[src/rtl/mat_mac_array_if.sv]
// -----------------------------------------------------------------------------
// mat_mac_array_if
//   Result stream from the 3x3 MAC array to the result consumer.
//   Ports / signals:
//     res_data  [9:0] : C[i][j] (unsigned, or two's complement in the signed build)
//     res_idx   [3:0] : result index 3*i+j, 0..8
//     res_valid       : res_data/res_idx valid
//     res_ready       : consumer accepts the current result
//   Modports:
//     master : producer side (mat_mac_array)
//     slave  : consumer side
// -----------------------------------------------------------------------------
interface mat_mac_array_if;
   logic [9:0] res_data;
   logic [3:0] res_idx;
   logic       res_valid;
   logic       res_ready;

   modport master (
      output res_data,
      output res_idx,
      output res_valid,
      input  res_ready
   );

   modport slave (
      input  res_data,
      input  res_idx,
      input  res_valid,
      output res_ready
   );
endinterface

[src/rtl/mat_mac_array.sv]
// -----------------------------------------------------------------------------
// mat_mac_array
//   Compute stage behind the 3x3 memory bank. Walks the bank through its three
//   unload phases, accumulating the outer product of W column k and X row k
//   into nine accumulators (C = W x X), then streams C row-major to the
//   result consumer over a valid/ready handshake.
//
//   Ports:
//     clk                    : clock, all state on the rising edge
//     clear                  : asynchronous active-high reset
//     start                  : level from the bank, high once W and X are loaded
//     data_outw1..3  [3:0]   : W column k, rows 0..2
//     data_outx1..3  [3:0]   : X row k, columns 0..2
//     unload1..3             : one-hot phase selects to the bank
//     busy                   : high while computing or emitting
//     done                   : high once all nine results are delivered
//     res (master)           : result stream (res_data, res_idx, res_valid, res_ready)
//
//   Build option:
//     MAC_SIGNED_EN : when defined, operands are 4-bit two's complement and the
//                     results are 10-bit two's complement. Interface and timing
//                     are the same in both builds.
// -----------------------------------------------------------------------------
module mat_mac_array (
   input  logic       clk,
   input  logic       clear,
   input  logic       start,
   input  logic [3:0] data_outw1,
   input  logic [3:0] data_outw2,
   input  logic [3:0] data_outw3,
   input  logic [3:0] data_outx1,
   input  logic [3:0] data_outx2,
   input  logic [3:0] data_outx3,
   output logic       unload1,
   output logic       unload2,
   output logic       unload3,
   output logic       busy,
   output logic       done,
   mat_mac_array_if.master res
);

   typedef enum logic [2:0] {
      S_IDLE,
      S_P1,
      S_P2,
      S_P3,
      S_EMIT,
      S_DONE
   } state_t;

   state_t     state;
   logic [3:0] idx;
   logic [9:0] acc [9];
   logic       valid_r;
   logic [3:0] w [3];
   logic [3:0] x [3];

   assign w[0] = data_outw1;
   assign w[1] = data_outw2;
   assign w[2] = data_outw3;
   assign x[0] = data_outx1;
   assign x[1] = data_outx2;
   assign x[2] = data_outx3;

   // Product widened to accumulator width. The sum of three products can never
   // exceed the 10-bit range in either build, so the adder simply wraps modulo
   // 2^10 and still yields the exact result bit pattern.
   function automatic logic [9:0] mac_prod(input logic [3:0] a, input logic [3:0] b);
`ifdef MAC_SIGNED_EN
      logic signed [7:0] ae;
      logic signed [7:0] be;
      logic signed [7:0] p;
      ae = {{4{a[3]}}, a};
      be = {{4{b[3]}}, b};
      p  = ae * be;
      return {{2{p[7]}}, p};
`else
      logic [7:0] p;
      p = {4'b0000, a} * {4'b0000, b};
      return {2'b00, p};
`endif
   endfunction

   always_ff @(posedge clk or posedge clear) begin
      if (clear) begin
         state   <= S_IDLE;
         idx     <= 4'd0;
         valid_r <= 1'b0;
         unload1 <= 1'b0;
         unload2 <= 1'b0;
         unload3 <= 1'b0;
         busy    <= 1'b0;
         done    <= 1'b0;
         for (int k = 0; k < 9; k++) acc[k] <= 10'd0;
      end else begin
         // The bank answers the current unload select combinationally, so the
         // operands on the inputs belong to the phase closing at this edge.
         if (state == S_P1 || state == S_P2 || state == S_P3) begin
            for (int i = 0; i < 3; i++) begin
               for (int j = 0; j < 3; j++) begin
                  acc[3*i+j] <= acc[3*i+j] + mac_prod(w[i], x[j]);
               end
            end
         end

         case (state)
            S_IDLE: begin
               if (start) begin
                  state   <= S_P1;
                  unload1 <= 1'b1;
                  busy    <= 1'b1;
                  for (int k = 0; k < 9; k++) acc[k] <= 10'd0;
               end
            end
            S_P1: begin
               state   <= S_P2;
               unload1 <= 1'b0;
               unload2 <= 1'b1;
            end
            S_P2: begin
               state   <= S_P3;
               unload2 <= 1'b0;
               unload3 <= 1'b1;
            end
            S_P3: begin
               state   <= S_EMIT;
               unload3 <= 1'b0;
               valid_r <= 1'b1;
            end
            S_EMIT: begin
               if (res.res_ready) begin
                  if (idx == 4'd8) begin
                     state   <= S_DONE;
                     idx     <= 4'd0;
                     valid_r <= 1'b0;
                     busy    <= 1'b0;
                     done    <= 1'b1;
                  end else begin
                     idx <= idx + 4'd1;
                  end
               end
            end
            S_DONE: begin
               // Leaving only on a low start keeps a held start from re-running.
               if (!start) begin
                  state <= S_IDLE;
                  done  <= 1'b0;
               end
            end
            default: begin
               state   <= S_IDLE;
               idx     <= 4'd0;
               valid_r <= 1'b0;
               unload1 <= 1'b0;
               unload2 <= 1'b0;
               unload3 <= 1'b0;
               busy    <= 1'b0;
               done    <= 1'b0;
            end
         endcase
      end
   end

   // Outputs decode only from registered state; res_ready never reaches them.
   assign res.res_valid = valid_r;
   assign res.res_idx   = idx;
   assign res.res_data  = valid_r ? acc[idx] : 10'd0;

endmodule

[src/flat_wrapper.sv]
// flat-port wrapper written by rule: the top's interface ports become plain ports
module mat_mac_array_flat 
  (clk, clear, start, data_outw1, data_outw2, data_outw3, data_outx1, data_outx2, data_outx3, unload1, unload2, unload3, busy, done, res_res_data, res_res_idx, res_res_valid, res_res_ready);
  mat_mac_array_if res_i ();
  input  logic clk;
  input  logic clear;
  input  logic start;
  input  logic [3:0] data_outw1;
  input  logic [3:0] data_outw2;
  input  logic [3:0] data_outw3;
  input  logic [3:0] data_outx1;
  input  logic [3:0] data_outx2;
  input  logic [3:0] data_outx3;
  output logic unload1;
  output logic unload2;
  output logic unload3;
  output logic busy;
  output logic done;
  output wire logic [$bits(res_i.res_data)-1:0] res_res_data;
  output wire logic [$bits(res_i.res_idx)-1:0] res_res_idx;
  output wire logic [$bits(res_i.res_valid)-1:0] res_res_valid;
  input wire logic [$bits(res_i.res_ready)-1:0] res_res_ready;
  assign res_res_data = res_i.res_data;
  assign res_res_idx = res_i.res_idx;
  assign res_res_valid = res_i.res_valid;
  assign res_i.res_ready = res_res_ready;
  mat_mac_array u_core (.clk(clk), .clear(clear), .start(start), .data_outw1(data_outw1), .data_outw2(data_outw2), .data_outw3(data_outw3), .data_outx1(data_outx1), .data_outx2(data_outx2), .data_outx3(data_outx3), .unload1(unload1), .unload2(unload2), .unload3(unload3), .busy(busy), .done(done), .res(res_i));
endmodule
[config.mk]
export PLATFORM = sky130hd
export DESIGN_NAME = mat_mac_array_flat
export DESIGN_NICKNAME = d
export VERILOG_FILES = /design/src/rtl/mat_mac_array_if.sv /design/src/rtl/mat_mac_array.sv /design/src/flat_wrapper.sv
export SDC_FILE = /design/constraint.sdc
export NUM_CORES = 1
export LEC_CHECK = 0
export CORE_UTILIZATION = 55
export CTS_CLUSTER_DIAMETER = 200
export CTS_CLUSTER_SIZE = 40
export DETAILED_ROUTE_END_ITERATION = 7
export PLACE_DENSITY = 0.73
export SLEW_MARGIN = 25
export SYNTH_ARGS = -nofsm -noshare
export SYNTH_HDL_FRONTEND = slang
export SYNTH_SLANG_ARGS = --single-unit
export TNS_END_PERCENT = 50
[constraint.sdc]
create_clock -name clk -period 3.66 [get_ports clk]
set_input_delay 0.366 -clock clk [delete_from_list [all_inputs] [get_ports clk]]
set_output_delay 0.366 -clock clk [all_outputs]
set_load 0.03 [all_outputs]
### After elaboration in Yosys (flattened, before gate mapping)

Cells that the tools add are included.

* input bits: 28
* word-level logic and storage cells: 96
* register bits after elaboration: 103
* output and inout port bits: 20

* eq/ne operators: 10
* magnitude comparators: 1
* bitwise gates (word level): 6
* add/sub/neg operators: 10
* $mul: 9
* multiplexer cells: 27
* reductions and logical operators: 16

Operators by type and width (number)
* $mux 90: 3
* $add 10x8->10: 9
* $mul 4x4->8: 9
* $bmux 10 s4: 1
* $mux 10: 3
* $reduce_or 4->1: 6
* $pmux 3 s6: 1
* $mux 3: 4
* $reduce_and 4->1: 3
* $pmux 1 s3: 3
* $mux 4: 2
* $pmux 4 s2: 1
* $eq 3x2->1 const B: 2
* $eq 3x3->1 const B: 2
* $mux 1: 6
* $ne 2x2->1 const B: 3
* $pmux 1 s2: 3
* $ge 5x5->1 const B: 1
* $not 1->1: 5
* $not 4->5: 1
* $reduce_or 5->1: 1
* $add 4x1->4 const B: 1
* $eq 4x4->1 const B: 1
* $reduce_and 2->1: 2
* other kinds (5): 6

### Depth between registers and ports, before layout

Gate-level depths: netlist of run 1.

* word-level depth: 6
* depth in mapped cells: 14
* depth with buffers taken out: 13

### Worst setup path after synthesis of run 1

No wires, ideal clock.

* path kind: input-to-reg
* from: in data_outw3[2]
* to: reg u_core.acc[7] (netlist name)
* data required time: 3532 ps
* data arrival time: 3385 ps
* slack: 147 ps
* path buffers: 1
* stages on the path: 12
* cells stage by stage: clkbuf_1 > nand2_1 > fa_1 > fa_1 > fa_1 > inv_1 > ha_1 > a211oi_1 > o21bai_1 > a21oi_1 > xor2_1 > o21ai_0

* cells in the longest elaborated chain, start to end: 5

RTL lines
* from (decl): RTL line flat_wrapper.sv:10 `input logic [3:0] data_outw3;`
* $mul 4x4->8 (*): RTL line mat_mac_array.sv:79 `p = {4'b0000, a} * {4'b0000, b};`
* $add 10x8->10 (*): RTL line mat_mac_array.sv:101 `acc[3*i+j] <= acc[3*i+j] + mac_prod(w[i], x[j]);`
* $mux 90 (*): RTL line mat_mac_array.sv:98 `if (state == S_P1 || state == S_P2 || state == S_P3) begin`
* $mux 90: RTL line mat_mac_array.sv:108 `if (start) begin`
* $mux 90 (*): RTL line mat_mac_array.sv:106 `case (state)`
* to (signal, indexed assignment): RTL line mat_mac_array.sv:101
* to (decl): RTL line mat_mac_array.sv:53 `logic [9:0] acc [9];`

Mark *: on every way between the ends. The rest lies on a longest branch, timed or not.
A chain may end at the register's enable or synchronous reset.

### Final worst setup path of run 1

* from: in data_outx2[1]
* to: reg u_core.acc[48] (netlist name)

* cells in the longest elaborated chain, start to end: 5

RTL lines
* from (decl): RTL line flat_wrapper.sv:12 `input logic [3:0] data_outx2;`
* $mul 4x4->8 (*): RTL line mat_mac_array.sv:79
* $add 10x8->10 (*): RTL line mat_mac_array.sv:101
* $mux 90 (*): RTL line mat_mac_array.sv:98
* $mux 90: RTL line mat_mac_array.sv:108
* $mux 90 (*): RTL line mat_mac_array.sv:106

Marks and branches as above.

==> out/results.tsv, run 1 <==
stage	metric	value	unit
timing	worst relative slew slack	47.1	%
clock_network	Longest Clk Path Bufs	2	
final_layout	Finished Cell Area	14200	um2
global_routing	GRT Total Usage	30.2	%
floorplanning	Die Area	22600	um2
logic_synthesis	commonest register cell after synthesis	dfrtp_1	
timing	final worst-path cycle share	97.8	%
routing	Via Count	10484	
logic_synthesis	YS warnings	0	
timing	final setup skew	0.0127	ns
logic_synthesis	fraction of synthesized cell area in xor and xnor cells	2.46	%
placement	GP Congestion	0.915	
floorplanning	Starting Density	56.8	%
timing	Hold Vio Cnt, Final	0	
power_and_ir_drop	worst-case vdd ir drop	0.403	mV
clock_network	cts-stage hold buffer count	0	
routing	drt pass-1 iters	8	
timing	count of final setup violators	0	
timing	Highest Clock Rate	0.280	GHz
global_routing	number of global-route vias before repair	10041	
clock_network	Clk pin slew, worst setup/hold paths	0.07	ns
clock_network	CTS H-Tree Depth	3	
routing	WL final	33.1	mm
power_and_ir_drop	NetSw	5500	uW
power_and_ir_drop	power share of the clock group	9.7	%
logic_synthesis	Synth Instances	1382	
final_layout	ratio of cells with drive above 1 in the final layout	14.7	%
floorplanning	Core Region	21300	um2
logic_synthesis	top cell type's share of synthesized area	21.3	%
setup_path	CP arrival	3.81	ns
power_and_ir_drop	Power Density	797	nW/um2
power_and_ir_drop	internal power	5840	uW
final_layout	Total Nets Final	1793	
setup_path	critical path required time	3.89	ns
timing	RSZ-0062 raised after global routing	yes	
logic_synthesis	multiplexer share of the synthesized area	2.16	%
hold_path	hold crit path type	in -> async	
timing	Worst Tran Pin Value	0.793	ns
setup_path	crit-path max FO	8	
setup_path	critical path class	in -> reg	
power_and_ir_drop	Flop pwr share	19.7	%
flow_run	maxcap violations	0	
power_and_ir_drop	Pleak	0.00729	uW
logic_synthesis	dominant cells by area after synthesis	dfrtp_1, ha_1, fa_1	
placement	Post-DP Area	13700	um2
logic_synthesis	complex-gate fraction of the synthesized area	17.3	%
placement	Port Buffers	47	
clock_network	TritonCTS clock tree	done	
placement	hpwl dp	24.9	mm
routing	DRT iter0 DRCs	720	
clock_network	CTS buffer count	9	
power_and_ir_drop	Power, Total	11300	uW
global_routing	antenna violations before repair	1	
power_and_ir_drop	Net Sw Frac	48.5	%
clock_network	Root Driver	clkbuf_16	
logic_synthesis	post-synthesis adder-cell area fraction	30.7	%
timing	final worst setup slack	0.0822	ns
floorplanning	I/O pins	48	
floorplanning	die width	150	um
logic_synthesis	cell area after synthesis	12100	um2
routing	wire length per cell	18.4	um
final_layout	filler cell count	1693	
logic_synthesis	syn avg cell area	8.75	um2
logic_synthesis	Synth Register Bits	103	
clock_network	clock net sink count	103	
floorplanning	number of cell rows	53	
clock_network	Worst-Skew Late Latency	0.36	ns
setup_path	Critical Path End Type	register	
floorplanning	chip height	150	um
logic_synthesis	ys async rst share	100	%
logic_synthesis	Post-synth EDFFs	0	
logic_synthesis	Post-Synth Simple-Gate Area	17.2	%
logic_synthesis	dominant cell type by area after synthesis	dfrtp_1	
routing	vias per std cell	5.83	
setup_path	crit start category	input port	
global_routing	largest net degree at the start of global routing	86	
logic_synthesis	share of the yosys chip area belonging to registers	21.3	%
timing	min Tclk post-route	3.58	ns
routing	Final ANT Viol Nets	0	
timing	Slew Viols, Final	0	
placement	# placed instances	1780	
global_routing	first-pass GRT wire length	52.3	mm
logic_synthesis	main combinational cell family by area after synthesis	adder cells	
final_layout	Post-Layout Cell Count	1797	
final_layout	Layout area overhead	17.7	%
logic_synthesis	synth unique cells	63	
global_routing	total gr overflow	0	
final_layout	Antenna Cells	0	
logic_synthesis	syn nets	1658	
placement	dpl ws	-0.552	ns
power_and_ir_drop	combinational power share	70.7	%
routing	DRC errors left	0	
outcome	run status	completed	
-- cell usage after synthesis, types with 15 or more instances --
library cell  count
and2_1          109
nand3_1          40
a21o_1           16
ha_1            167
xor2_1           33
mux2i_1          16
a21oi_1          82
dfrtp_1         103
o211ai_1         17
buf_2            28
clkbuf_1         31
nor2b_1          18
or3_1            15
inv_1           193
nand2_1         131
nor2_1           37
o21ai_1          17
fa_1             81
o21ai_0          67
a211oi_1         24
-- layout make-up --
cell class	instances	area (um2)	area share, %
repair buffers	194	1670	11.8
multi-input cells	1015	8580	60.3
well taps	275	344	2.42
inverters	194	731	5.13
clock inverters	5	81.3	0.571
clock buffers	11	243	1.71
flip-flops and latches	103	2580	18.1
-- critical path: stages --
cell             delay [ns]
clkdlybuf4s50_1        0.47
buf_6                  0.15
nand2_1                0.09
fa_1                   0.57
fa_1                   0.44
fa_1                   0.50
inv_1                  0.06
ha_4                   0.28
a211oi_1               0.06
or2_1                  0.25
and4_1                 0.21
or3_1                  0.36
-- kinds of logic (layout without fill, tap and decap cells) --
logic type / Yosys count / after routing
fa+ha+maj: 248 / 248
xor+xnor: 34 / 34
mux: 23 / 23
simple gates: 402 / 402
flops: 103 / 103
compound gates: 308 / 308
buf+inv: 264 / 404
-- metal layers --
| layer | vias to the layer above | routed length (um) | track usage, % |
|---|---|---|---|
| met5 | - | 0 | 0 |
| met4 | 0 | 1180 | 11.1 |
| met3 | 74 | 1960 | 4.61 |
| met2 | 342 | 15200 | 47.7 |
| met1 | 5141 | 14800 | 41.8 |
| li1 | 4927 | - | - |
-- worst paths after layout --
kind	startpoint	endpoint	slack (ns)	cells past startpoint
worst max-delay path	data_outx2[1]	u_core.acc[48]	0.08	12
worst min-delay path	clear	u_core.acc[39]	0.30	2
worst max register to register	u_core.acc[41]	u_core.acc[47]	1.17	9
worst min register to register	u_core.unload1	u_core.unload1	0.49	1
max in group asynchronous	clear	u_core.acc[69]	2.59	3
min in group clk	u_core.unload1	u_core.unload1	0.49	1
-- cell usage in the layout (no fill, tap or decap), drive strengths merged, types with 5 or more instances in the layout --
cell type,n
a211o,11
a211oi,35
a21o,16
a21oi,83
a221oi,10
a31oi,7
a32o,10
and2,109
and3,5
buf,147
clkbuf,11
clkdlybuf4s50,34
dfrtp,103
dlymetal6s2s,9
fa,81
ha,167
inv,194
mux2,7
mux2i,16
nand2,131
nand2b,7
nand3,40
nand3b,6
nor2,39
nor2b,18
nor3,10
o211ai,17
o21a,6
o21ai,85
o21bai,5
o41ai,6
or2,6
or3,15
xor2,33
-- through the flow --
step	util (%)	hold WS [ns]	TNS, ns
after detailed placement	64.4	0.484	-17.54
final	66.9	0.295	0
after floorplan	-	0.440	0
after global placement	64.4	0.474	-14.92
after CTS	66.1	0.295	0
after global routing	66.9	0.330	-0.0342
-- sequential cells by signal, summed over array words and instances, names as in the netlist --
register / flops
u_core.acc: 90
u_core.res.res_idx: 4
u_core.state: 3
u_core.busy: 1
u_core.done: 1
u_core.res.res_valid: 1
u_core.unload1: 1
u_core.unload2: 1
u_core.unload3: 1
-- power groups by stage --
| stage | logic [uW] | clock network, uW | registers, uW |
|---|---|---|---|
| global route | 8860 | 1170 | 2280 |
| detailed placement | 7670 | 0 | 2220 |
| CTS | 7770 | 1120 | 2210 |
| finish | 8010 | 1100 | 2230 |
| floorplan | 5250 | 0 | 2050 |
| global placement | 7420 | 0 | 2210 |
-- what timing repair did --
action,4_1_cts,5_1_grt
setup endpoints to repair,20,43
cloned,0,1
setup buffers,0,0
pin swaps,1,16
hold endpoints to repair,0,0
gates resized for setup,11,45
Note: power is estimated with default switching activity, not from simulation.
==> inputs of run 2 (changes only) <==
Settings changed: CORE_UTILIZATION 55 to 64, PLACE_DENSITY 0.73 to 0.83.
==> out/results.tsv, run 2 (same netlist as run 1, synthesis figures left out) <==
stage	metric	value	unit	change
clock_network	Clk pin slew, worst setup/hold paths	0.07	ns	about the same
placement	Port Buffers	47		unchanged
placement	Post-DP Area	13600	um2	-1.1%
setup_path	crit-path max FO	8		unchanged
routing	wl on met1	13.9	mm	-5.6%
global_routing	total gr overflow	0		unchanged
routing	vias per std cell	6.13		+5.1%
clock_network	CTS H-Tree Depth	3		unchanged
setup_path	CP arrival	3.84	ns	+0.03 ns
setup_path	cell family with most CP delay	adder cells		
power_and_ir_drop	Pleak	0.00723	uW	-0.75%
setup_path	worst r2r dst	u_core.acc[18]		
power_and_ir_drop	Flop pwr share	19.9	%	+0.2 points
floorplanning	Die Area	19400	um2	-14%
final_layout	Post-Layout Cell Count	1739		-3.2%
global_routing	largest net degree at the start of global routing	55		-36%
final_layout	most frequent cells in the layout	inv_1, ha_1, nand2_1, buf_4, and2_1		
floorplanning	Core Region	18200	um2	-14%
global_routing	GRT Total Usage	36.2	%	+6.1 points
power_and_ir_drop	power share of the clock group	9.3	%	-0.4 points
timing	worst relative slew slack	36.6	%	-11 points
setup_path	Max stage delay cell, worst path	fa_1		
setup_path	r2r startpoint	u_core.acc[13]		
placement	GP Congestion	0.970		+6.0%
routing	Via Count	10661		+1.7%
timing	Worst Tran Pin Value	0.949	ns	+0.156 ns
routing	Top Layer Used	met4		
setup_path	flop2flop setup slack	1.14	ns	-0.03 ns
routing	DRC errors left	0		unchanged
timing	RSZ-0062 raised after global routing	yes		
floorplanning	chip height	139	um	-7.2%
global_routing	number of global-route vias before repair	10741		+7.0%
clock_network	Root Driver	clkbuf_16		
setup_path	Critical Path End Type	register		
setup_path	critical path required time	3.90	ns	about the same
power_and_ir_drop	NetSw	5630	uW	+2.5%
clock_network	TritonCTS clock tree	done		
routing	DRT iter0 DRCs	720		unchanged
routing	WL final	34.2	mm	+3.5%
setup_path	crit path buf inv count	3		unchanged
timing	min Tclk post-route	3.59	ns	+0.0163 ns
final_layout	max FFs per register	90		unchanged
power_and_ir_drop	internal power	5830	uW	-0.17%
setup_path	crit start category	input port		
power_and_ir_drop	worst-case vdd ir drop	0.623	mV	+55%
timing	final worst-path cycle share	98.2	%	+0.45 points
clock_network	Longest Clk Path Bufs	2		unchanged
timing	Slew Viols, Final	0		unchanged
clock_network	cts-stage hold buffer count	0		unchanged
setup_path	critical path class	in -> reg		
setup_path	cell-by-cell trace of the critical path	clkdlybuf4s50_1 > buf_6 > nand2_1 > fa_1 > fa_1 > fa_1 > inv_1 > ha_4 > a211oi_1 > or2_1 > and4_1 > or3_1		
placement	hpwl dp	26.1	mm	+4.5%
timing	count of final setup violators	0		unchanged
floorplanning	die width	139	um	-7.2%
final_layout	Layout area overhead	17.1	%	
floorplanning	I/O pins	48		unchanged
final_layout	Top reg by flops	u_core.acc		
clock_network	CTS buffer count	9		unchanged
clock_network	Worst-Skew Late Latency	0.37	ns	about the same
hold_path	hold crit path type	in -> async		
flow_run	maxcap violations	0		unchanged
timing	final hold slack	0.477	ns	+0.182 ns
final_layout	ratio of cells with drive above 1 in the final layout	14.4	%	-0.28 points
routing	wire length per cell	19.7	um	+6.9%
timing	Hold Vio Cnt, Final	0		unchanged
clock_network	clock net sink count	103		unchanged
power_and_ir_drop	combinational power share	70.8	%	about the same
timing	final setup skew	0.00976	ns	-0.00295 ns
timing	Highest Clock Rate	0.278	GHz	-0.45%
timing	setup TNS	0	ns	unchanged
floorplanning	Starting Density	66.4	%	+9.6 points
outcome	run status	completed		
power_and_ir_drop	Power Density	810	nW/um2	+1.7%
setup_path	Max stage delay on crit path	0.57	ns	about the same
final_layout	most common cell after layout, fill and taps aside	inv_1		
power_and_ir_drop	Power, Total	11500	uW	+1.1%
routing	drt pass-1 iters	5		-3
routing	met3 wire len	2.37	mm	+21%
power_and_ir_drop	Net Sw Frac	49.1	%	+0.66 points
global_routing	antenna violations before repair	0		-1
final_layout	Finished Cell Area	14200	um2	-0.52%
setup_path	cell count of the worst reg-to-reg path	9		unchanged
floorplanning	number of cell rows	49		-7.5%
final_layout	Antenna Cells	0		unchanged
placement	# placed instances	1719		-3.4%
global_routing	first-pass GRT wire length	54.8	mm	+4.7%
final_layout	Total Nets Final	1781		-0.67%
routing	Final ANT Viol Nets	0		unchanged
setup_path	critical path's most frequent cell	fa_1		
routing	routed length on met2	16.5	mm	+9.0%
-- run 2: cell count changes in the layout (fill, tap and decap cells not counted), moves of 3 or more --
cell     before  now
buf_4       133  121
ha_1        163  158
ha_4          4    9
buf_6         9    6
o21ai_0      57   54
o21ai_1      25   28
-- run 2: worst register-to-register path: stages, from the launching register on --
cell	delay, ns
dfrtp_1	0.43
inv_1	0.10
fa_1	0.54
inv_1	0.06
ha_4	0.27
buf_4	0.12
a211oi_1	0.07
or2_1	0.27
and4_1	0.20
or3_1	0.35
-- run 2: cell type report --
| cell class | instances | area (um2) |
|---|---|---|
| multi-input cells | 1015 | 8660 |
| fillers | 1217 | 4050 |
| flip-flops and latches | 103 | 2580 |
| repair buffers | 182 | 1590 |
| inverters | 194 | 731 |
| well taps | 229 | 287 |
| clock buffers | 11 | 253 |
| clock inverters | 5 | 63.8 |
-- run 2: worst max path at each step --
| stage | startpoint | to | slack (ns) | cells after the start |
|---|---|---|---|---|
| after floorplan | data_outw3[2] | u_core.acc[7] | 0.15 | 12 |
| after global placement | data_outx2[2] | u_core.acc[47] | -0.39 | 13 |
| after detailed placement | data_outx3[1] | u_core.acc[9] | -0.53 | 12 |
| after CTS | data_outw3[2] | u_core.acc[8] | 0.01 | 13 |
| after global routing | data_outx1[1] | u_core.acc[58] | -0.04 | 15 |
| final | data_outx1[1] | u_core.acc[28] | 0.07 | 12 |
-- run 2: routing by layer --
| layer | up-vias | track usage (%) |
|---|---|---|
| li1 | 4916 | - |
| met1 | 5209 | 46.6 |
| met2 | 434 | 60.7 |
| met3 | 102 | 5.57 |
| met4 | 0 | 15.7 |
| met5 | - | 0 |
-- run 2: timing repair --
item,CTS,global route
gates resized for setup,17,46
buffers inserted,0,3
pin swaps,2,23
setup endpoints to repair,19,37
gates cloned,0,1
-- run 2: power groups by stage --
stage / registers [uW] / clock network (uW) / logic [uW]
2_1_floorplan: 2050 / 0 / 5250
3_3_place_gp: 2250 / 0 / 7240
3_5_place_dp: 2270 / 0 / 7570
4_1_cts: 2250 / 1070 / 7720
5_1_grt: 2330 / 1110 / 8950
6_report: 2280 / 1070 / 8120
-- run 2: through the flow --
stage,utilization (%),setup WS [ns]
floorplan,-,0.147
global placement,74.5,-0.389
detailed placement,74.5,-0.528
CTS,76.5,0.0107
global route,77.8,-0.0393
finish,77.8,0.0659
